## config.mk

```make
export PLATFORM = sky130hd
export DESIGN_NAME = fifo_to_mem_writer
export DESIGN_NICKNAME = d
export VERILOG_FILES = /design/src/rtl/fifo_to_mem_writer.sv
export SDC_FILE = /design/constraint.sdc
export NUM_CORES = 1
export LEC_CHECK = 0
export BUFFER_PORTS_ARGS = -buffer_cell sky130_fd_sc_hd__buf_2
export CORE_ASPECT_RATIO = 0.9
export CORE_UTILIZATION = 45
export CTS_CLUSTER_SIZE = 30
export DETAILED_ROUTE_END_ITERATION = 7
export GPL_ROUTABILITY_DRIVEN = 0
export HOLD_SLACK_MARGIN = 0.1
export PLACE_DENSITY = 0.72
export SYNTH_ARGS = -nofsm -noshare
export SYNTH_HDL_FRONTEND = slang
export SYNTH_SLANG_ARGS = --single-unit
export TNS_END_PERCENT = 20
```

## constraint.sdc

```tcl
create_clock -name fifo_clk -period 4 [get_ports fifo_clk]
set_input_delay 0.4 -clock fifo_clk [delete_from_list [all_inputs] [get_ports fifo_clk]]
set_output_delay 0.4 -clock fifo_clk [all_outputs]
set_load 0.02 [all_outputs]
```

## src/rtl/fifo_to_mem_writer.sv

```systemverilog
// fifo_to_mem_writer: drains a standard-read FIFO into a word-addressed
// memory write port over an inclusive address range, optionally wrapping.
// A one-entry skid register absorbs the word returning from the FIFO
// while the memory applies back-pressure.
// Optional build macro: FIFO_TO_MEM_WRITER_STATS_EN enables the
// wr_count / stall_count statistics; without it both read as 0.
//
//   state | meaning
//   ------+-------------------------------------------------------------
//   IDLE  | waiting for start; no FIFO reads, no memory writes
//   RUN   | reading FIFO and writing memory from addr_low upward
//   DONE  | range finished (wrap_en=0); returns to IDLE once start is low
module fifo_to_mem_writer #(
    parameter int FIFO_DATA_WIDTH = 72,
    parameter int MEM_ADDR_WIDTH  = 19
) (
    input  logic                       fifo_clk,
    input  logic                       rst,
    input  logic [FIFO_DATA_WIDTH-1:0] fifo_dout,
    input  logic                       fifo_empty,
    output logic                       fifo_rd_en,
    input  logic                       start,
    input  logic                       wrap_en,
    input  logic [MEM_ADDR_WIDTH-1:0]  addr_low,
    input  logic [MEM_ADDR_WIDTH-1:0]  addr_high,
    output logic                       mem_wr_en,
    output logic [MEM_ADDR_WIDTH-1:0]  mem_wr_addr,
    output logic [FIFO_DATA_WIDTH-1:0] mem_wr_data,
    input  logic                       mem_wr_full,
    output logic                       busy,
    output logic                       done,
    output logic [31:0]                wr_count,
    output logic [31:0]                stall_count
);

    // One extra bit so a range spanning the whole address space counts
    // 2^MEM_ADDR_WIDTH words instead of collapsing to zero.
    localparam int RW = MEM_ADDR_WIDTH + 1;

    typedef enum logic [1:0] {IDLE, RUN, DONE} state_t;

    state_t                     state;
    logic [MEM_ADDR_WIDTH-1:0]  ptr;
    logic [RW-1:0]              remaining;
    logic                       in_flight;
    logic                       skid_vld;
    logic [FIFO_DATA_WIDTH-1:0] skid_data;

    logic                       running;
    logic                       have_word;
    logic                       wr_fire;
    logic                       rd_fire;
    logic                       skid_busy_next;
    logic                       at_high;
    logic [RW-1:0]              outstanding;
    logic [MEM_ADDR_WIDTH-1:0]  span;

    assign running   = (state == RUN);
    assign have_word = skid_vld | in_flight;
    assign wr_fire   = running & have_word & ~mem_wr_full;

    // Skid stays/becomes occupied if a word is held back by the memory, or
    // if the skid drains while a fresh FIFO word lands at the same time.
    assign skid_busy_next = mem_wr_full ? have_word : (skid_vld & in_flight);

    // Words already read but not yet written must not exceed what is left.
    assign outstanding = RW'(in_flight) + RW'(skid_vld);
    assign rd_fire     = running & ~fifo_empty & ~skid_busy_next &
                         (wrap_en | (remaining > outstanding));

    assign at_high = (ptr == addr_high);
    assign span    = addr_high - addr_low;

    assign fifo_rd_en  = rd_fire;
    assign mem_wr_en   = wr_fire;
    assign mem_wr_addr = ptr;
    assign mem_wr_data = wr_fire ? (skid_vld ? skid_data : fifo_dout) : '0;
    assign busy        = running;
    assign done        = (state == DONE);

    // Sequencer: state, address pointer, word budget and skid bookkeeping.
    always_ff @(posedge fifo_clk) begin
        if (rst) begin
            state     <= IDLE;
            ptr       <= '0;
            remaining <= '0;
            in_flight <= 1'b0;
            skid_vld  <= 1'b0;
            skid_data <= '0;
        end else begin
            case (state)
                IDLE: begin
                    in_flight <= 1'b0;
                    skid_vld  <= 1'b0;
                    if (start) begin
                        state     <= RUN;
                        ptr       <= addr_low;
                        remaining <= {1'b0, span} + RW'(1);
                    end
                end
                RUN: begin
                    in_flight <= rd_fire;
                    skid_vld  <= skid_busy_next;
                    if (in_flight && (mem_wr_full || skid_vld))
                        skid_data <= fifo_dout;
                    if (wr_fire) begin
                        ptr <= at_high ? addr_low : ptr + MEM_ADDR_WIDTH'(1);
                        if (remaining != '0)
                            remaining <= remaining - RW'(1);
                        if (at_high && !wrap_en)
                            state <= DONE;
                    end
                end
                DONE: begin
                    in_flight <= 1'b0;
                    skid_vld  <= 1'b0;
                    if (!start)
                        state <= IDLE;
                end
                default: state <= IDLE;
            endcase
        end
    end

`ifdef FIFO_TO_MEM_WRITER_STATS_EN
    logic [31:0] wr_cnt_q;
    logic [31:0] stall_cnt_q;

    // Saturating write and back-pressure counters, cleared on each start.
    always_ff @(posedge fifo_clk) begin
        if (rst) begin
            wr_cnt_q    <= '0;
            stall_cnt_q <= '0;
        end else if (state == IDLE && start) begin
            wr_cnt_q    <= '0;
            stall_cnt_q <= '0;
        end else begin
            if (wr_fire && wr_cnt_q != '1)
                wr_cnt_q <= wr_cnt_q + 32'd1;
            if (running && have_word && mem_wr_full && stall_cnt_q != '1)
                stall_cnt_q <= stall_cnt_q + 32'd1;
        end
    end

    assign wr_count    = wr_cnt_q;
    assign stall_count = stall_cnt_q;
`else
    assign wr_count    = '0;
    assign stall_count = '0;
`endif

endmodule

```

# Yosys cells after proc, flatten, opt, wreduce, memory -nomap -nowiden
# Cells that the tools add are included.
dict set report op_classes {
  n_addsub 5
  n_lt_le_gt_ge 1
  eq_ne 8
  n_mux 18
  n_bitwise 11
  reduce_logical 13
}
# op n
set op_table {}
lappend op_table {{2-to-1 mux 72 bit} 2}
lappend op_table {{2-to-1 mux 20 bit} 3}
lappend op_table {{2-to-1 mux 19 bit} 3}
lappend op_table {{one-hot mux 20 bit (2 select lines)} 1}
lappend op_table {{one-hot mux 19 bit (2 select lines)} 1}
lappend op_table {{adder 19 x 1 -> 20 bit, second input constant} 1}
lappend op_table {{> comparator 20 x 2 -> 1 bit} 1}
lappend op_table {{nonzero test 20 bit} 1}
lappend op_table {{subtractor 20 x 1 -> 20 bit, second input constant} 1}
lappend op_table {{adder 19 x 1 -> 19 bit, second input constant} 1}
lappend op_table {{== test 19 bit} 1}
lappend op_table {{subtractor 19 bit} 1}
lappend op_table {{2-to-1 mux 2 bit} 4}
lappend op_table {{AND reduction 4 bit} 2}
lappend op_table {{AND 1 bit} 6}
lappend op_table {{inequality test 2 x 1 -> 1 bit, second input constant} 3}
lappend op_table {{one-hot mux 2 bit (3 select lines)} 1}
lappend op_table {{inequality test 2 bit, second input constant} 2}
lappend op_table {{one-hot mux 1 bit (2 select lines)} 2}
lappend op_table {{nonzero test 2 bit} 2}
lappend op_table {{NOT 1 bit} 3}
lappend op_table {{AND reduction 3 bit} 1}
lappend op_table {{adder 1 x 1 -> 2 bit} 1}
lappend op_table {{== test 2 x 1 -> 1 bit, second input constant} 1}
lappend op_table {{9 further kinds} 11}
dict set report word_totals {
  reg_bits 115
  input_bits 116
  out_inout_bits 159
  elab_cells 62
}

# Logic depth before layout (Yosys ltp)
# Gate-level depths: netlist of run 1.
dict set report logic_depth {
  ltp_word 6
  depth_mapped 14
  depth_no_buf 13
}

# Least setup slack after synthesis of run 1
# No wires, ideal clock.
dict set report synth_timing {
  kind {register to output}
  from {register skid_vld}
  to {output port fifo_rd_en}
  arrival_ns 3.191
  required_time_ns 3.600
  setup_slack_ns 0.409
  stages_incl_launch_ff 9
  path_cell_list {dfxtp_1 -> clkbuf_1 -> buf_1 -> inv_1 -> ha_1 -> ha_1 -> a21oi_1 -> nor4b_1 -> a2111oi_0}
}
dict set report synth_via {
  elab_chain_len 5
}
# element line
set synth_rtl {}
lappend synth_rtl {{start: declaration} 46} ;# logic skid_vld;
lappend synth_rtl {{start signal: assignment} 103} ;# skid_vld <= skid_busy_next;
lappend synth_rtl {{parallel branches: the longest is 4 deep, another holds > comparator 20 x 2 -> 1 bit} n/a}
lappend synth_rtl {{AND 1 bit *} 68} ;# assign rd_fire = running & ~fifo_empty & ~skid_busy_next &
lappend synth_rtl {{end: declaration} 21} ;# output logic fifo_rd_en,
# Mark *: on every way between the ends.

# Worst setup path after layout of run 1
# Same ends and word-level chain as after synthesis.

==> metrics.yaml, run 1 <==
route:
  top_layer: "met4"
  via_per_inst: 5.270
  drc: 0
  drt_iter0_markers: 505
  wl_met1_um: 10610
  dr_wl_met2_um: 9734
  vias: 8284
  first_pass_iters: 5
  met3_length_um: 1156
  wl_um: 22020
  routedWlPerCell_um: 14.01
  ant_nets: 0
die:
  ioPinCount: 275
  die_x_um: 146.1
  num_rows: 47
  coreArea_um2: 18350
  die-area_um2: 19250
  start_util_pct: 45.86
  fp.dieH_um: 131.7
place:
  dp.cells: 1540
  pre_cts_slack_ns: 0.6060
  port_buffers: 210
  dp_hpwl_um: 15580
setup_path:
  crit_fanout: 17
  path_cells: "inv_1 -> ha_1 -> ha_1 -> a21oi_1 -> nor4b_1 -> a2111oi_0 -> buf_2"
  end_kind: "output port"
  cp-start-kind: "register"
  cpPeakStageDelay_ns: 0.77
  worstPathRequired_ns: 3.60
  cp_slowest_cell: "a2111oi_0"
  cp_common_cell: "ha_1"
  cp.arrival_ns: 2.84
  reg2regPathDepth: 12
  critPathKind: "reg -> out"
logic_synthesis:
  synthAdderAreaFrac_pct: 3.955
  synth_compound_area_share_pct: 19.24
  syn_area_per_cell_um2: 7.381
  async_flop_share_pct: 0
  synthCells: 1140
  synth_ff_type: "dfxtp_1"
  synth_area_um2: 8414
  yosys.area_share.simple_pct: 24.88
  synth-seq-cells: 115
  synth_xor_area_share_pct: 4.476
  synthDistinctLibCells: 81
  synth_seq_area_share_pct: 27.36
  muxShareOfSynthArea_pct: 9.770
  synth_edf_count: 0
  synth_top_family_by_area: "simple AND/OR/NAND/NOR gates"
  yosysWarnings: 0
grt:
  grt.overflow.total: 0
  grt_pass1_vias: 7354
  grt_usage_pct: 22.63
  antenna_found_initial: 0
  grt_max_degree: 83
  grt_pass1_wl_um: 36170
finish:
  final_util_pct: 54.47
  nNetsFinal: 1456
  areaGrowthSynthToFinish_pct: 18.77
  final_cells: 1572
  fillers: 1771
  layout-drive-gt1-share_pct: 21.55
  diodes: 0
clocking:
  clk_path_buf_depth: 2
  h-tree-depth: 4
  cts_tree: "yes"
  clock_latency_ns: 0.42
  postCtsSetupBuffers: 0
  cts.sinks: 115
  cts_buffers: 17
  clkSlewWorstSetupHoldPaths_ns: 0.06
  cts_resized: 0
  cts-root-buf: "clkbuf_16"
  hold_buffers: 0
timing:
  setup_viol: 0
  setup_ws_ns: 0.7634
  report.final.slew_viol_count: 0
  slew_headroom_pct: 30.35
  finalCritPeriodShare_pct: 80.92
  finalHoldViolations: 0
  skew_ns: 0.01217
  rsz0062_at_grt: "false"
  tightest_slew_ns: 1.045
  finalCriticalPeriod_ns: 3.237
  fmax_ghz: 0.3090
  tns_ns: 0
power:
  p_leak_uw: 0.004194
  ir_drop_uv: 290.6
  power_density_nw_per_um2: 368.2
hold_path:
  hold_path_class: "in -> reg"
  min_path_cells: 3
status:
  status: "finished clean"
run:
  cap_violations: 0
## cell type report
type,count,area (um^2),share of cell area [%]
inverter,34,127.6,1.277
clock buffer,18,429.2,4.294
timing repair buffer,223,1151,11.52
tap,245,306.5,3.067
sequential,115,2306,23.07
multi-input combinational,923,5494,54.98
clock inverter,14,178.9,1.790
## worst max-delay path: cells and delay by family, from the launching register on
| kind | cells | cell delay, ns |
|---|---|---|
| flip-flops | 1 | 0.50 |
| adder cells (fa/ha/maj) | 2 | 0.57 |
| AND/OR/NAND/NOR | 1 | 0.08 |
| buffers and inverters | 2 | 0.38 |
| AO/OA/AOI/OAI | 2 | 0.91 |
## synthesized netlist by cell type, types with 8 or more instances
library cell / n / share of area [%]
nand2_1: 198 / 8.8
a21oi_1: 127 / 7.6
nor2_1: 120 / 5.4
dfxtp_1: 115 / 27
mux2i_1: 81 / 9.6
buf_4: 64 / 5.7
clkbuf_1: 56 / 2.5
o21ai_0: 41 / 2.4
xnor2_1: 34 / 3.5
inv_1: 33 / 1.5
ha_1: 25 / 3.7
nand3_1: 19 / 1.1
nor3_1: 19 / 1.1
a211oi_1: 18 / 1.6
and3_1: 16 / 1.2
nand2b_1: 10 / 0.74
xor2_1: 9 / 0.94
a22oi_1: 8 / 0.71
nor4_1: 8 / 0.59
## placed cells by master (no fill, tap or decap), types with 3 or more instances in the layout
cell | netlist | final
buf_2 | 4 | 209
nand2_1 | 198 | 197
a21oi_1 | 127 | 127
nor2_1 | 120 | 119
dfxtp_1 | 115 | 114
mux2i_1 | 81 | 81
conb_1 | 1 | 64
o21ai_0 | 41 | 41
xnor2_1 | 34 | 34
inv_1 | 33 | 33
ha_1 | 25 | 25
nor3_1 | 19 | 19
nand3_1 | 19 | 19
a211oi_1 | 18 | 18
clkbuf_16 | 0 | 17
and3_1 | 16 | 16
buf_4 | 64 | 14
nand2b_1 | 10 | 10
xor2_1 | 9 | 9
nor4_1 | 8 | 8
a22oi_1 | 8 | 8
nor2b_1 | 7 | 7
nand4_1 | 7 | 7
o21a_1 | 7 | 7
o211ai_1 | 7 | 7
o22ai_1 | 6 | 6
nor3b_1 | 6 | 6
nand4b_1 | 5 | 5
a21o_1 | 5 | 5
clkinv_4 | 0 | 5
and2_1 | 4 | 4
a31oi_1 | 4 | 4
a21boi_0 | 3 | 3
nor3_2 | 3 | 3
nand3b_1 | 3 | 3
bufinv_16 | 0 | 3
clkinvlp_4 | 0 | 3
## stage by stage
stage	hold WS [ns]	instance area, um^2	total power, uW
CTS	0.2090	9993	3705
global route	0.2178	9993	3869
detailed placement	0.4472	9385	2117
global placement	0.4418	9385	2106
finish	0.2273	9993	3679
floorplan	0.4360	8651	1938
## power by group
| part | internal, uW | total [uW] | leakage [uW] | switching (uW) |
|---|---|---|---|---|
| Combinational | 328 | 851 | 0.00297 | 523 |
| Clock | 986 | 1580 | 0.000287 | 591 |
| Sequential | 1190 | 1250 | 0.000934 | 60.1 |
## layer usage
layer  track usage, %  up-vias
met5                0        -
met4            8.044        0
met3            3.924       43
met2            34.95      282
met1            31.57     3777
li1                 -     4182
## worst paths after layout
kind | startpoint | end | slack, ns
worst max-delay path | skid_vld | fifo_rd_en | 0.76
worst min-delay path | fifo_dout[10] | skid_data[10] | 0.23
worst max register to register | skid_vld | remaining[18] | 1.20
worst min register to register | skid_data[62] | skid_data[62] | 0.45
## flip-flops by register name, indices dropped and copies added (netlist names)
| name | count |
|---|---|
| skid_data | 72 |
| remaining | 20 |
| mem_wr_addr | 19 |
| state | 2 |
| in_flight | 1 |
| skid_vld | 1 |
## logic make-up (layout without fill, tap and decap cells)
kind of cell | Yosys count | after routing
compound gates | 260 | 260
flops | 115 | 115
other cells | 1 | 64
simple gates | 448 | 448
mux | 82 | 82
fa+ha+maj | 26 | 26
buf+inv | 165 | 289
xor+xnor | 43 | 43
Note: power is estimated with default switching activity, not from simulation.
==> run 2: changes to the inputs <==
--- a/config.mk
+++ b/config.mk
@@ -12,7 +12,7 @@
 export DETAILED_ROUTE_END_ITERATION = 7
 export GPL_ROUTABILITY_DRIVEN = 0
 export HOLD_SLACK_MARGIN = 0.1
-export PLACE_DENSITY = 0.72
+export PLACE_DENSITY = 0.75
 export SYNTH_ARGS = -nofsm -noshare
 export SYNTH_HDL_FRONTEND = slang
 export SYNTH_SLANG_ARGS = --single-unit
==> constraint.sdc (replaced) <==
create_clock -name fifo_clk -period 2.6 [get_ports fifo_clk]
set_input_delay 0.26 -clock fifo_clk [delete_from_list [all_inputs] [get_ports fifo_clk]]
set_output_delay 0.26 -clock fifo_clk [all_outputs]
set_load 0.02 [all_outputs]
==> run 2 against run 1 <==
Effect of this change: the run now ends with setup timing left; combinational power grew 99%; final cell count grew 11%; core utilization grew 8.7 points; via count grew 10%; wire length grew 13%; clock power grew 49%; cell area grew 16%; worst hold slack lost 0.12 ns; register-to-register slack lost 0.99 ns; global-route usage grew 2.6 points; total power grew 62%; sequential share of layout area shrank 3.2 points; largest cell class unchanged; largest power group unchanged; highest routed layer unchanged.
==> metrics.yaml, run 2 (synthesis results as in run 1) <==
clocking:
  h-tree-depth: 4  # unchanged
  clkSlewWorstSetupHoldPaths_ns: 0.06  # about the same
  cts_tree: "yes"
  clock_latency_ns: 0.42  # about the same
  cts.sinks: 115  # unchanged
  cts-root-buf: "clkbuf_16"
  cts_buffers: 17  # unchanged
  clk_path_buf_depth: 2  # unchanged
run:
  cap_violations: 0  # unchanged
setup_path:
  cpPeakStageDelay_ns: 0.39  # -0.38 ns
  cp-start-kind: "input pin"
  worstPathRequired_ns: 2.91  # -0.69 ns
  critPathKind: "in -> reg"
  crit_fanout: 4  # -13
  cp.arrival_ns: 2.93  # +0.09 ns
  path_cells: "buf_8 -> inv_4 -> ha_4 -> inv_2 -> fa_2 -> buf_6 -> xor2_4 -> nand3b_1 -> mux2_4 -> and4bb_1 -> nand4_2 -> nor4_4 -> a21oi_1 -> a311o_1"
  end_kind: "register"
  cp_slowest_cell: "fa_2"
route:
  drt_iter0_markers: 648  # +28%
  routedWlPerCell_um: 14.26  # +1.8%
  ant_nets: 0  # unchanged
  wl_um: 24780  # +13%
  first_pass_iters: 5  # unchanged
  vias: 9110  # +10%
  via_per_inst: 5.242  # -0.53%
  drc: 0  # unchanged
finish:
  nNetsFinal: 1623  # +11%
  final_common_cell: "buf_2"
  diodes: 0  # unchanged
  layout_common_cells: "208 x buf_2, 197 x nand2_1, 126 x a21oi_1"
  layout-drive-gt1-share_pct: 26.99  # +5.4 points
  max_flop_register: "skid_data"
  areaGrowthSynthToFinish_pct: 37.81
  largest_reg_flops: 72  # unchanged
die:
  coreArea_um2: 18350  # unchanged
  die-area_um2: 19250  # unchanged
  fp.dieH_um: 131.7  # unchanged
  num_rows: 47  # unchanged
  start_util_pct: 45.86  # unchanged
  ioPinCount: 275  # unchanged
  die_x_um: 146.1  # unchanged
timing:
  tightest_slew_ns: 0.5667  # -0.4780 ns
  finalHoldViolations: 0  # unchanged
  slew_headroom_pct: 62.22  # +32 points
  report.final.slew_viol_count: 0  # unchanged
  rsz0062_at_grt: "true"
  setup_viol: 1  # +1
  finalCritPeriodShare_pct: 100.6
  setup_ws_ns: -0.01671  # -0.7801 ns
  fmax_ghz: 0.3822
  skew_ns: 0.01050  # -0.001675 ns
  finalCriticalPeriod_ns: 2.617
grt:
  grt_usage_pct: 25.21  # +2.6 points
  grt_pass1_wl_um: 40190  # +11%
  antenna_found_initial: 0  # unchanged
  grt_max_degree: 94  # +13%
  grt_pass1_vias: 8523  # +16%
  grt.overflow.total: 0  # unchanged
status:
  violations: "setup timing"
  status: "complete, but fails checks"
power:
  power.total_uw: 5970  # +62%
  p_leak_uw: 0.004993  # +19%
  ir_drop_uv: 425.7  # +47%
  power_density_nw_per_um2: 514.8  # +40%
place:
  pre_cts_slack_ns: -0.5483  # -1.154 ns
  dp_hpwl_um: 16570  # +6.4%
  port_buffers: 210  # unchanged
hold_path:
  hold_path_class: "in -> reg"
-- run 2: worst paths after layout --
kind	startpoint	end	slack [ns]	cells past startpoint
hold reg to reg	skid_data[15]	skid_data[15]	0.45	2
setup reg to reg	mem_wr_addr[1]	mem_wr_addr[14]	0.21	10
hold / removal	fifo_dout[24]	skid_data[24]	0.11	3
setup / recovery	addr_high[0]	remaining[18]	-0.02	14
-- run 2: worst max-delay path: cells and delay by family --
kind	cells	cell delay, ns
buffers and inverters	4	0.33
adder cells (fa/ha/maj)	2	0.51
multiplexers	1	0.28
AND/OR/NAND/NOR	4	0.94
AO/OA/AOI/OAI	2	0.43
XOR/XNOR	1	0.17
-- run 2: per-layer routing --
layer	share of wire [%]	up-vias	GRT usage, %
met5	0	-	0
met4	2.5	0	9.259
met3	5.0	58	4.028
met2	48	339	43.15
met1	44	4207	31.86
li1	-	4506	-
-- run 2: report_power, final --
| part | switching [uW] | internal, uW |
|---|---|---|
| Combinational | 912 | 779 |
| Clock | 938 | 1420 |
| Sequential | 90.5 | 1830 |
| Total | 1940 | 4030 |
-- run 2: final cells by class --
cell class	instances	area [um^2]
Clock buffer	17	425.4
Clock inverter	14	155.1
Fill cell	1603	6751
Inverter	34	130.1
Multi-Input combinational cell	923	5620
Sequential cell	115	2307
Tap cell	245	306.5
Timing Repair Buffer	390	2651
-- run 2: stage by stage --
step	utilization [%]	hold WS, ns	std cells	instance area [um^2]	setup TNS (ns)
after floorplan	-	0.3960	1203	8688	-1.568
after global placement	55.46	0.4413	1634	10170	-3.625
after detailed placement	55.46	0.4461	1634	10170	-4.584
after CTS	62.40	0.1014	1733	11450	-0.001054
after global routing	63.20	0.1178	1738	11600	-0.7352
final	63.20	0.1096	1738	11600	-0.01671
-- run 2: repair_timing --
| action | CTS | global route |
|---|---|---|
| hold buffers | 67 | 0 |
| hold endpoints to repair | 67 | 0 |
| setup endpoints to repair | 45 | 16 |
| pin swaps | 6 | 22 |
| buffers inserted | 1 | 5 |
| gates resized for setup | 3 | 25 |
==> run 3: changes to the inputs <==
--- a/config.mk
+++ b/config.mk
@@ -12,7 +12,7 @@
 export DETAILED_ROUTE_END_ITERATION = 7
 export GPL_ROUTABILITY_DRIVEN = 0
 export HOLD_SLACK_MARGIN = 0.1
-export PLACE_DENSITY = 0.75
+export PLACE_DENSITY = 0.72
 export SYNTH_ARGS = -nofsm -noshare
 export SYNTH_HDL_FRONTEND = slang
 export SYNTH_SLANG_ARGS = --single-unit
==> constraint.sdc (replaced) <==
create_clock -name fifo_clk -period 2.95 [get_ports fifo_clk]
set_input_delay 0.295 -clock fifo_clk [delete_from_list [all_inputs] [get_ports fifo_clk]]
set_output_delay 0.295 -clock fifo_clk [all_outputs]
set_load 0.02 [all_outputs]
==> run 3 against run 2 <==
Effect of this change: the run now ends clean; sequential power fell by 12%; setup slack improved by 0.19 ns; highest routed layer unchanged; non-clock buffer count decreased by 139; largest power group unchanged; clock skew is 0.00057 ns lower; critical path type is now reg -> out; wire length fell by 9.7%; cell area down 12%; final cell count shrank 7.9%; count of clock-buffer cells in the layout grew 1; via count down 8.1%; die area unchanged; flip-flop and latch count unchanged.
==> metrics.yaml, run 3 (synthesis results as in run 1) <==
status:
  status: "finished clean"
route:
  wl_met1_um: 10580  # -3.7%
  vias: 8375  # -8.1%
  ant_nets: 0  # unchanged
  via_per_inst: 5.234  # -0.14%
  wl_um: 22360  # -9.7%
  met3_length_um: 1202  # -2.4%
  first_pass_iters: 6  # +1
  dr_wl_met2_um: 10100  # -15%
  routedWlPerCell_um: 13.98  # -2.0%
  drt_iter0_markers: 648  # unchanged
  top_layer: "met4"
  drc: 0  # unchanged
setup_path:
  cp-start-kind: "register"
  cp_slowest_cell: "dfxtp_4"
  end_kind: "output port"
  cpPeakStageDelay_ns: 0.51  # +0.12 ns
  crit_fanout: 18  # +14
  critPathKind: "reg -> out"
  worstPathRequired_ns: 2.65  # -0.26 ns
  cp.arrival_ns: 2.48  # -0.45 ns
  path_cells: "ha_1 -> inv_1 -> ha_1 -> a21oi_1 -> a21oi_1 -> nor4b_1 -> a2111oi_2 -> buf_2"
timing:
  setup_viol: 0  # -1
  finalCritPeriodShare_pct: 94.16
  tightest_slew_ns: 1.021  # +0.4539 ns
  report.final.slew_viol_count: 0  # unchanged
  fmax_ghz: 0.3600
  finalCriticalPeriod_ns: 2.778
  setup_ws_ns: 0.1723  # +0.1890 ns
  finalHoldViolations: 0  # unchanged
  skew_ns: 0.009929  # -0.0005662 ns
  slew_headroom_pct: 31.96  # -30 points
  rsz0062_at_grt: "false"
place:
  pre_cts_slack_ns: -0.2672  # +0.2811 ns
  dp.cells: 1567  # -4.1%
  port_buffers: 210  # unchanged
  dp_hpwl_um: 15800  # -4.7%
clocking:
  hold_buffers: 0  # -100%
  cts-root-buf: "clkbuf_16"
  cts.sinks: 115  # unchanged
  clkSlewWorstSetupHoldPaths_ns: 0.06  # about the same
  clock_latency_ns: 0.42  # about the same
  h-tree-depth: 4  # unchanged
  cts_buffers: 17  # unchanged
  clk_path_buf_depth: 2  # unchanged
  cts_tree: "yes"
grt:
  antenna_found_initial: 0  # unchanged
  grt_pass1_vias: 7480  # -12%
  grt_max_degree: 92  # -2.1%
  grt_usage_pct: 22.74  # -2.5 points
  grt.overflow.total: 0  # unchanged
  grt_pass1_wl_um: 36380  # -9.5%
finish:
  max_flop_register: "skid_data"
  largest_reg_flops: 72  # unchanged
  final_common_cell: "buf_2"
  final_cells: 1600  # -7.9%
  layout-drive-gt1-share_pct: 23.32  # -3.7 points
  nNetsFinal: 1484  # -8.6%
  diodes: 0  # unchanged
  layout_common_cells: "209 x buf_2, 197 x nand2_1, 127 x a21oi_1"
  areaGrowthSynthToFinish_pct: 21.74
hold_path:
  hold_path_class: "in -> reg"
die:
  coreArea_um2: 18350  # unchanged
  die-area_um2: 19250  # unchanged
  num_rows: 47  # unchanged
  ioPinCount: 275  # unchanged
  die_x_um: 146.1  # unchanged
  start_util_pct: 45.86  # unchanged
  fp.dieH_um: 131.7  # unchanged
power:
  power_density_nw_per_um2: 495.1  # -3.8%
  p_leak_uw: 0.004350  # -13%
  ir_drop_uv: 404.4  # -5.0%
run:
  cap_violations: 0  # unchanged
[run 3: cell types whose count changed in the layout (fill, tap and decap cells not counted), sizes merged]
cell,delta
clkbuf,+1
bufinv,+1
clkinv,+2
dlygate4sd3,-67
buf,-72
inv,-2
clkinvlp,-1
[run 3: metal layers]
layer  global-route usage (%)  vias to the layer above
met5                        0                        -
met4                    7.697                        0
met3                    3.611                       47
met2                    36.35                      302
met1                    31.07                     3793
li1                         -                     4233
[run 3: final cells by class]
cell class	count	area [um^2]
Clock buffer	18	429.2
Inverter	34	127.6
Clock inverter	14	180.2
Timing Repair Buffer	251	1386
Multi-Input combinational cell	923	5508
Tap cell	245	306.5
Fill cell	1769	8104
Sequential cell	115	2306
[run 3: final timing paths]
check | slack [ns] | endpoint | start | cells after the start
max | 0.17 | fifo_rd_en | skid_vld | 8
min | 0.12 | skid_data[41] | fifo_dout[41] | 3
max reg2reg | 0.34 | remaining[12] | skid_vld | 11
min reg2reg | 0.45 | skid_data[67] | skid_data[67] | 2
[run 3: where the power goes]
part	switching, uW	leakage [uW]	total (uW)	internal [uW]
registers	78.5	0.000934	1690	1620
logic	737	0.00312	1240	507
clock network	795	0.000296	2130	1340
total	1610	0.00435	5070	3460
[run 3: timing repair]
item                                    CTS  global route
resized for setup                         0             1
buffers inserted                          0             1
endpoints found under the setup margin    0             2
[run 3: worst max-delay path, delay by kind of cell, from the launching register on]
family	cells	cell delay, ns
simple gates	1	0.45
compound gates	3	0.33
buf+inv	2	0.25
flops	1	0.51
fa+ha+maj	2	0.52
[run 3: per-stage QoR]
stage / hold WS [ns] / total power, uW / util, % / cell area [um^2] / setup TNS, ns
CTS: 0.1061 / 5104 / 55.75 / 10230 / 0
floorplan: 0.4310 / 2630 / - / 8657 / -0.07398
finish: 0.1214 / 5072 / 55.83 / 10240 / 0
global placement: 0.4415 / 2933 / 52.43 / 9619 / -0.8549
detailed placement: 0.4461 / 2949 / 52.43 / 9619 / -1.345
global route: 0.1147 / 5320 / 55.83 / 10240 / 0
